File: src/rtl/bus_arbiter.sv
// bus_arbiter: round-robin grant sequencer for the 32x20-bit select path.
// Define ARB_TENURE_LIMIT_EN to build the HOLD_MAX tenure limit.
module bus_arbiter #(
    parameter int HOLD_MAX = 16
) (
    input  logic             clk,
    input  logic             rst_n,
    input  logic [31:0]      req,
    input  logic [31:0][19:0] in_data,
    output logic [31:0]      gnt,
    output logic [4:0]       gnt_idx,
    output logic             gnt_valid,
    output logic [19:0]      out_data,
    output logic             out_valid
);

    localparam logic [0:0] IDLE  = 1'b0;
    localparam logic [0:0] GRANT = 1'b1;

    if (HOLD_MAX < 2 || HOLD_MAX > 256) begin : g_bad_hold
        $error("HOLD_MAX out of range 2..256");
    end

    logic [0:0] state;
    logic [4:0] ptr;
    logic [4:0] base;
    logic [4:0] win;
    logic       any_req;
    logic       expire;
    logic       rel;
    logic       arb;

    assign any_req = |req;
    assign base    = (state == GRANT) ? gnt_idx + 5'd1 : ptr;

    // First set request at or above base, wrapping 31 -> 0.
    always_comb begin
        logic found;
        logic [4:0] idx;
        win   = 5'd0;
        found = 1'b0;
        for (int i = 0; i < 32; i++) begin
            idx = base + 5'(i);
            if (!found && req[idx]) begin
                win   = idx;
                found = 1'b1;
            end
        end
    end

`ifdef ARB_TENURE_LIMIT_EN
    logic [7:0] tcnt;

    assign expire = (tcnt == 8'(HOLD_MAX - 1));

    always_ff @(posedge clk or negedge rst_n) begin
        if (!rst_n) begin
            tcnt <= 8'd0;
        end else if (arb) begin
            tcnt <= 8'd0;
        end else if (state == GRANT) begin
            tcnt <= tcnt + 8'd1;
        end
    end
`else
    assign expire = 1'b0;
`endif

    assign rel = (state == GRANT) && (!req[gnt_idx] || expire);
    assign arb = (state == IDLE) || rel;

    always_ff @(posedge clk or negedge rst_n) begin
        if (!rst_n) begin
            state     <= IDLE;
            ptr       <= 5'd0;
            gnt       <= 32'd0;
            gnt_idx   <= 5'd0;
            gnt_valid <= 1'b0;
        end else if (arb) begin
            if (state == GRANT) begin
                ptr <= base;
            end
            if (any_req) begin
                state     <= GRANT;
                gnt       <= 32'h1 << win;
                gnt_idx   <= win;
                gnt_valid <= 1'b1;
            end else begin
                state     <= IDLE;
                gnt       <= 32'd0;
                gnt_idx   <= 5'd0;
                gnt_valid <= 1'b0;
            end
        end
    end

    always_ff @(posedge clk or negedge rst_n) begin
        if (!rst_n) begin
            out_data  <= 20'd0;
            out_valid <= 1'b0;
        end else begin
            out_valid <= gnt_valid;
            if (gnt_valid) begin
                out_data <= in_data[gnt_idx];
            end
        end
    end

endmodule

File: config.mk
export PLATFORM = sky130hd
export DESIGN_NAME = bus_arbiter
export DESIGN_NICKNAME = d
export VERILOG_FILES = /design/src/rtl/bus_arbiter.sv
export SDC_FILE = /design/constraint.sdc
export NUM_CORES = 1
export LEC_CHECK = 0
export ABC_AREA = 1
export BUFFER_PORTS_ARGS = -buffer_cell sky130_fd_sc_hd__buf_2
export CORE_AREA = 2 2 283 285
export CTS_BUF_LIST = sky130_fd_sc_hd__clkbuf_8
export CTS_CLUSTER_DIAMETER = 50
export DETAILED_ROUTE_END_ITERATION = 12
export DIE_AREA = 0 0 285 287
export PLACE_DENSITY_LB_ADDON = 0.05
export SETUP_SLACK_MARGIN = 0.15
export SYNTH_ARGS = -nofsm -noshare
export SYNTH_HDL_FRONTEND = slang
export SYNTH_SLANG_ARGS = --single-unit
File: constraint.sdc
create_clock -name clk -period 6.02 [get_ports clk]
set_input_delay 0.301 -clock clk [delete_from_list [all_inputs] [get_ports clk]]
set_output_delay 0.301 -clock clk [all_outputs]
set_load 0.02 [all_outputs]
==> results by group, run 1 <==
Setup path
  • Kind of critical path: reg -> reg
  • Number of cell instances on the worst register-to-register path: 36
  • Data required time of the critical path: 6.29 ns
  • Critical Path Source Type: register
  • Largest incremental delay on the critical path: 0.51 ns
  • Category of the worst setup path capture point: register
  • Critical-path cell with the highest stage delay: sky130_fd_sc_hd__dfrtp_4
  • Critical path peak fanout: 8
  • Critical R2R Launch: gnt_idx[1]$_DFFE_PN0P_
  • Register-to-register setup slack: 0.51 ns
  • Worst r2r dst: gnt_idx[3]$_DFFE_PN0P_
  • Data arrival time of the critical path: 5.77 ns

Place
  • Placer congestion estimate: 0.933
  • Post-detailed-placement half-perimeter wirelength: 93.8 mm
  • Number of I/O port buffers: 732

Logic synthesis
  • Post-synthesis instance area: 0.0137 mm²
  • Post-synthesis sequential element count: 64
  • Main area contributors after synthesis: sky130_fd_sc_hd__o21ai_0 (17%), sky130_fd_sc_hd__nand2_1 (16%), sky130_fd_sc_hd__nor2_1 (14%), sky130_fd_sc_hd__dfrtp_1 (12%), sky130_fd_sc_hd__nand3_1 (8.8%)
  • Number of distinct standard cells referenced by the synthesized netlist: 50
  • Post-synthesis sequential area ratio: 11.7%
  • Post-synth top area share: 17.3%
  • Top-count cell post-synth: sky130_fd_sc_hd__nand2_1
  • Total of warnings raised by yosys: 0
  • EDFF count, synth: 0
  • Post-synthesis area per instance: 5.18 µm²
  • Top cell types by occurrence after synthesis: sky130_fd_sc_hd__nand2_1 (567), sky130_fd_sc_hd__nor2_1 (500), sky130_fd_sc_hd__o21ai_0 (473), sky130_fd_sc_hd__nand3_1 (241), sky130_fd_sc_hd__o22ai_1 (174)
  • Share of flip-flops with an asynchronous set or reset: 100%
  • Total nets after synthesis: 3328
  • Biggest area consumer among synthesized cells: sky130_fd_sc_hd__o21ai_0
  • Number of standard cells after synthesis: 2646
  • Leading register cell type out of synthesis: sky130_fd_sc_hd__dfrtp_1

Clock tree
  • CTS tree: built
  • Clock Tree Root: sky130_fd_sc_hd__clkbuf_8
  • Clock Tree Buf Depth: 2
  • CTS H-Tree Depth: 3
  • Number of buffers created by CTS: 9
  • Clk slew on worst S/H paths: 0.08 ns
  • Number of sinks on the clock net: 64
  • Source-to-sink clock delay at the later pin of the worst-skew pair: 0.39 ns

Timing
  • Number of endpoints with negative hold slack in the final report: 0
  • Worst Tran Pin Value: 1.17 ns
  • Period utilisation layout: 91.5%
  • Setup repair after global routing missed its margin: yes
  • Number of pins exceeding their max-slew limit in the final report: 0
  • Worst Skew: 0.0110 ns
  • Top achievable clock speed: 0.182 GHz
  • Total Neg Setup Slack: 0 ns
  • Finish-stage setup viols: 0
  • Post-layout minimum cycle time: 5.51 ns
  • Worst hold slack: 0.328 ns
  • Max-Slew Margin vs Limit: 21.8%

Global route
  • GRT Util Overall: 26.5%
  • Initial antenna violation count: 42
  • Global-route wire length before repair: 159 mm
  • Number of global-route vias before repair: 22027
  • Overflow after GRT: 0
  • Largest net degree at the start of global routing: 235

Floorplan
  • Starting utilization of the core area: 17.4%
  • Floorplan die height: 287 µm
  • Die area: 0.0818 mm²
  • Number of top-level design ports: 733
  • Number of rows in the core area: 103
  • Area of the core: 0.0786 mm²
  • DIE WIDTH: 285 µm

Drt
  • Drt via density: 4.92
  • Final wirelength: 114 mm
  • Number of nets still failing antenna checks after routing: 0
  • Via Count: 21903
  • Remaining design rule violation count: 0
  • Number of design-rule violations left by the first detailed-router iteration: 1546
  • Mean routed wirelength per cell: 25.5 µm
  • First drt pass iteration count: 6

Cells and area
  • Layout overhead on the synthesized area: 47.6%
  • Final Net Count: 4057
  • Utilization of the core after routing: 25.8%
  • Number of inserted filler cells in the final layout: 9343
  • Layout cells sized above 1: 32.2%

Worst hold path
  • Type of the most critical hold path: in -> async

Status
  • Run status: finished clean

Flow run
  • Max-cap violations: 0
[stage by stage]
| stage | cells | setup WS, ns | instance area, µm² |
|---|---|---|---|
| after floorplan | 2646 | 0.577 | 13700 |
| after global placement | 4392 | 0.169 | 19200 |
| after detailed placement | 4392 | 0.141 | 19200 |
| after CTS | 4408 | 0.185 | 19400 |
| after global routing | 4440 | 0.0698 | 20200 |
| final | 4450 | 0.513 | 20200 |
[cell families after synthesis]
group,count (synthesis),share of synthesized area (%)
AO/OA/AOI/OAI,777,31.4
XOR/XNOR,21,1.51
adder cells (fa/ha/maj),8,0.730
buffers and inverters,359,10.8
flip-flops,64,11.7
multiplexers,3,0.219
AND/OR/NAND/NOR,1414,43.6
[per-layer routing]
metal	track usage [%]	up-vias	share of wire (%)
li1	-	10478	-
met1	31.5	10461	41
met2	48.5	801	50
met3	4.40	137	5.7
met4	7.85	26	3.4
met5	0	-	0.14
[timing repair]
action / in CTS / in global routing
cloned: 0 / 3
setup buffers: 0 / 18
pin swaps: 0 / 59
hold endpoints to repair: 16 / 0
gates resized for setup: 1 / 137
hold buffers: 1 / 0
setup endpoints to repair: 3 / 37
[registers in the layout, indices dropped and copies added (netlist names)]
register / count
gnt: 32
gnt_idx: 5
out_data: 20
out_valid: 1
ptr: 5
state: 1
[layout make-up]
type / instances / area, µm² / area share (%)
multi-input combinational: 2224 / 11100 / 55.0
tap: 1050 / 1310 / 6.49
antenna: 21 / 52.6 / 0.260
clock buffer: 10 / 138 / 0.680
inverter: 166 / 648 / 3.20
sequential: 64 / 1620 / 7.99
clock inverter: 5 / 105 / 0.519
timing repair buffer: 910 / 5240 / 25.9
[worst max-delay path: cells and delay by family (launching register included)]
kind                     cells  cell delay (ns)
AO/OA/AOI/OAI                2             0.38
adder cells (fa/ha/maj)      2             0.57
buffers and inverters        6             0.78
flip-flops                   1             0.51
AND/OR/NAND/NOR             26             3.14
[worst max path at each step]
stage / startpoint / to / slack, ns / depth (start not counted)
global route: gnt_idx[1]$_DFFE_PN0P_ / gnt[17]$_DFFE_PN0P_ / 0.07 / 37
floorplan: gnt_idx[0]$_DFFE_PN0P_ / gnt[10]$_DFFE_PN0P_ / 0.58 / 36
global placement: gnt_idx[1]$_DFFE_PN0P_ / gnt[14]$_DFFE_PN0P_ / 0.17 / 33
CTS: gnt_idx[1]$_DFFE_PN0P_ / gnt[30]$_DFFE_PN0P_ / 0.19 / 35
detailed placement: gnt_idx[1]$_DFFE_PN0P_ / gnt[30]$_DFFE_PN0P_ / 0.14 / 33
finish: gnt_idx[1]$_DFFE_PN0P_ / gnt_idx[3]$_DFFE_PN0P_ / 0.51 / 36
[cell usage in the layout, fill, tap and decap left out, drive strengths merged]
cell type and count:
a21oi 34, a31oi 7, a32o 1, and2 1, buf 907, bufinv 3, clkbuf 12, clkinv 2
clkinvlp 3, dfrtp 64, diode 21, dlygate4sd3 1, ha 8, inv 163, mux2i 3, nand2 599
nand3 242, nand3b 1, nand4 43, nor2 513, nor3 9, nor4 3, o211ai 6, o21a 5
o21ai 506, o21bai 16, o221ai 19, o22ai 174, o311ai 2, o32ai 7, or2 4, xnor2 3
xor2 18
Power of run 1 is not shown: default switching activity piles up to over one toggle a cycle in this logic, so the estimate is an artifact.
==> inputs of run 2 (changes only) <==
ABC_AREA = unset   (was 1)
==> results by group, run 2 <==
Drt
  • Via Count: 16824 (-23%)
  • Final wirelength: 113 mm (-0.55%)
  • Number of nets still failing antenna checks after routing: 0 (unchanged)
  • Number of design-rule violations left by the first detailed-router iteration: 1352 (-13%)
  • Remaining design rule violation count: 0 (unchanged)
  • First drt pass iteration count: 7 (+1)
  • Mean routed wirelength per cell: 35.5 µm (+39%)
  • Drt via density: 5.28 (+7.3%)

Global route
  • Global-route wire length before repair: 151 mm (-5.0%)
  • GRT Util Overall: 26.6% (+0.18 points)
  • Number of global-route vias before repair: 16938 (-23%)
  • Largest net degree at the start of global routing: 73 (-69%)
  • Initial antenna violation count: 52 (+24%)
  • Overflow after GRT: 0 (unchanged)

Floorplan
  • DIE WIDTH: 285 µm (unchanged)
  • Starting utilization of the core area: 17.5% (+0.027 points)
  • Die area: 0.0818 mm² (unchanged)
  • Number of top-level design ports: 733 (unchanged)
  • Floorplan die height: 287 µm (unchanged)
  • Area of the core: 0.0786 mm² (unchanged)
  • Number of rows in the core area: 103 (unchanged)

Clock tree
  • Clock Tree Root: sky130_fd_sc_hd__clkbuf_8
  • Clock Tree Buf Depth: 2 (unchanged)
  • CTS H-Tree Depth: 3 (unchanged)
  • Number of sinks on the clock net: 64 (unchanged)
  • CTS tree: built
  • Source-to-sink clock delay at the later pin of the worst-skew pair: 0.37 ns (-0.02 ns)
  • Number of buffers created by CTS: 9 (unchanged)
  • Clk slew on worst S/H paths: 0.09 ns (about the same)
  • Count of hold-fix buffers inserted at cts: 0 (-1)

Logic synthesis
  • Number of standard cells after synthesis: 1332 (-50%)
  • Share of flip-flops with an asynchronous set or reset: 100% (unchanged)
  • Post-synth top area share: 41.8% (+25 points)
  • Top-count cell post-synth: sky130_fd_sc_hd__mux4_2
  • Biggest area consumer among synthesized cells: sky130_fd_sc_hd__mux4_2
  • Number of distinct standard cells referenced by the synthesized netlist: 76 (+52%)
  • Main area contributors after synthesis: sky130_fd_sc_hd__mux4_2 (42%), sky130_fd_sc_hd__dfrtp_1 (12%), sky130_fd_sc_hd__mux2i_1 (7.1%), sky130_fd_sc_hd__mux2_2 (3.1%), sky130_fd_sc_hd__nand2_1 (3.1%)
  • Post-synthesis sequential area ratio: 11.7% (-0.018 points)
  • Post-synthesis sequential element count: 64 (unchanged)
  • Post-synthesis area per instance: 10.3 µm² (+99%)
  • Leading register cell type out of synthesis: sky130_fd_sc_hd__dfrtp_1
  • Total of warnings raised by yosys: 0 (unchanged)
  • Post-synthesis instance area: 0.0137 mm² (+0.16%)
  • EDFF count, synth: 0 (unchanged)
  • Total nets after synthesis: 2014 (-39%)
  • Top cell types by occurrence after synthesis: sky130_fd_sc_hd__mux4_2 (255), sky130_fd_sc_hd__nand2_1 (113), sky130_fd_sc_hd__mux2i_1 (97), sky130_fd_sc_hd__clkbuf_1 (85), sky130_fd_sc_hd__nand3_1 (83)

Cells and area
  • Layout cells sized above 1: 59.9% (+28 points)
  • Commonest cells after routing, fill and taps aside: sky130_fd_sc_hd__buf_2 (731), sky130_fd_sc_hd__mux4_2 (255), sky130_fd_sc_hd__buf_4 (156)
  • Largest register FFs: 32 (unchanged)
  • Layout overhead on the synthesized area: 46.0%
  • Number of non-filler instances in the completed layout: 3185 (-28%)
  • Leading cell type in the layout, fill and taps excluded: sky130_fd_sc_hd__buf_2
  • Final Net Count: 2800 (-31%)
  • Most flop-heavy register: gnt
  • Largest registers: gnt x32, out_data x20

Timing
  • Setup repair after global routing missed its margin: no
  • Post-layout minimum cycle time: 5.68 ns (+0.170 ns)
  • Number of pins exceeding their max-slew limit in the final report: 0 (unchanged)
  • Worst Skew: 0.0158 ns (+0.00481 ns)
  • Top achievable clock speed: 0.176 GHz (-3.0%)
  • Final setup margin: 0.343 ns (-0.170 ns)
  • Max-Slew Margin vs Limit: 31.9% (+10 points)
  • Number of endpoints with negative hold slack in the final report: 0 (unchanged)
  • Period utilisation layout: 94.3% (+2.8 points)
  • Finish-stage setup viols: 0 (unchanged)
  • Worst Tran Pin Value: 1.02 ns (-0.152 ns)

Setup path
  • Kind of critical path: reg -> reg
  • Data arrival time of the critical path: 5.95 ns (+0.18 ns)
  • Critical Path Source Type: register
  • Category of the worst setup path capture point: register
  • Critical path peak fanout: 13 (+5)
  • Data required time of the critical path: 6.30 ns (about the same)
  • Number of cell instances on the worst register-to-register path: 18 (-50%)

Place
  • Number of placed instances, taps included: 3150 (-28%)
  • Placer congestion estimate: 1.00 (+7.3%)
  • Post-placement setup slack: -0.00256 ns (-0.143 ns)
  • Number of I/O port buffers: 732 (unchanged)
  • Post-detailed-placement half-perimeter wirelength: 97.8 mm (+4.2%)

Status
  • Run status: finished clean

Worst hold path
  • Type of the most critical hold path: in -> async

Flow run
  • Max-cap violations: 0 (unchanged)
run 2: cell count changes after synthesis, moves of 94 or more:
cell                      before  now
sky130_fd_sc_hd__nand2_1     567  113
sky130_fd_sc_hd__o21ai_0     473   50
sky130_fd_sc_hd__nor2_1      500   78
sky130_fd_sc_hd__mux4_2        0  255
sky130_fd_sc_hd__o22ai_1     174   13
sky130_fd_sc_hd__nand3_1     241   83
sky130_fd_sc_hd__inv_1       150   12
sky130_fd_sc_hd__mux2i_1       3   97
run 2: per-stage QoR:
step	TNS (ns)	cell area [µm²]	utilization, %	hold slack, ns
2_1_floorplan	0	13900	-	0.00541
3_3_place_gp	-0.304	19600	24.9	0.461
3_5_place_dp	-0.00400	19600	24.9	0.462
4_1_cts	0	19800	25.2	0.0600
5_1_grt	0	20000	25.5	0.0859
6_report	0	20100	25.5	0.0173
run 2: path summary, 6_finish.rpt:
kind	endpoint	slack, ns	startpoint
worst min-delay path	gnt[0]$_DFFE_PN0P_	0.02	rst_n
worst max-delay path	gnt[8]$_DFFE_PN0P_	0.34	gnt_idx[0]$_DFFE_PN0P_
worst max register to register	gnt[8]$_DFFE_PN0P_	0.34	gnt_idx[0]$_DFFE_PN0P_
max in group asynchronous	gnt_idx[0]$_DFFE_PN0P_	5.25	rst_n
worst min register to register	gnt[30]$_DFFE_PN0P_	0.48	gnt[30]$_DFFE_PN0P_
min in group clk	gnt[30]$_DFFE_PN0P_	0.48	gnt[30]$_DFFE_PN0P_
run 2: repair_timing:
item	CTS	global route
setup endpoints to repair	27	34
pin swaps	1	5
resized for setup	6	37
buffers inserted	2	5
run 2: worst max-delay path, stage by stage, from the launching register on:
cell                      delay (ns)
sky130_fd_sc_hd__dfrtp_4        0.48
sky130_fd_sc_hd__ha_1           0.34
sky130_fd_sc_hd__mux2_2         0.35
sky130_fd_sc_hd__inv_2          0.12
sky130_fd_sc_hd__ha_4           0.22
sky130_fd_sc_hd__inv_1          0.13
sky130_fd_sc_hd__xnor2_4        0.28
sky130_fd_sc_hd__mux4_2         0.59
sky130_fd_sc_hd__mux4_2         0.58
sky130_fd_sc_hd__buf_4          0.22
sky130_fd_sc_hd__or3_4          0.45
sky130_fd_sc_hd__nor4_1         0.27
sky130_fd_sc_hd__buf_4          0.18
sky130_fd_sc_hd__and2_1         0.14
sky130_fd_sc_hd__a211o_1        0.13
sky130_fd_sc_hd__a21o_1         0.20
sky130_fd_sc_hd__nand3_1        0.15
sky130_fd_sc_hd__or4b_4         0.55
sky130_fd_sc_hd__o31ai_1        0.21
run 2: per-layer routing:
metal  global-route usage (%)  routed length (µm)
met2                     46.2               56500
met3                     3.67                5660
met4                     3.80                1540
met1                     35.9               49200
met5                        0                  90
run 2: final cells by class:
cell class                      instances  area (µm²)
Inverter                               15        56.3
Multi-Input combinational cell       1132       11900
Sequential cell                        64        1620
Fill cell                            8690       58600
Tap cell                             1050        1310
Timing Repair Buffer                  896        4970
Clock inverter                          6        67.6
Antenna cell                           12        30.0
Clock buffer                           10         138
run 2: logic make-up (layout without fill, tap and decap cells):
logic type               count (synthesis)  after routing  synth area share (%)
AND/OR/NAND/NOR                        420            420                  15.2
other                                    0             12                     0
flip-flops                              64             64                  11.7
AO/OA/AOI/OAI                          279            279                  13.9
buffers and inverters                  136            927                  3.98
XOR/XNOR                                33             33                  2.27
multiplexers                           392            392                  52.3
adder cells (fa/ha/maj)                  8              8                 0.729
Power of run 2 is left out for the same reason.
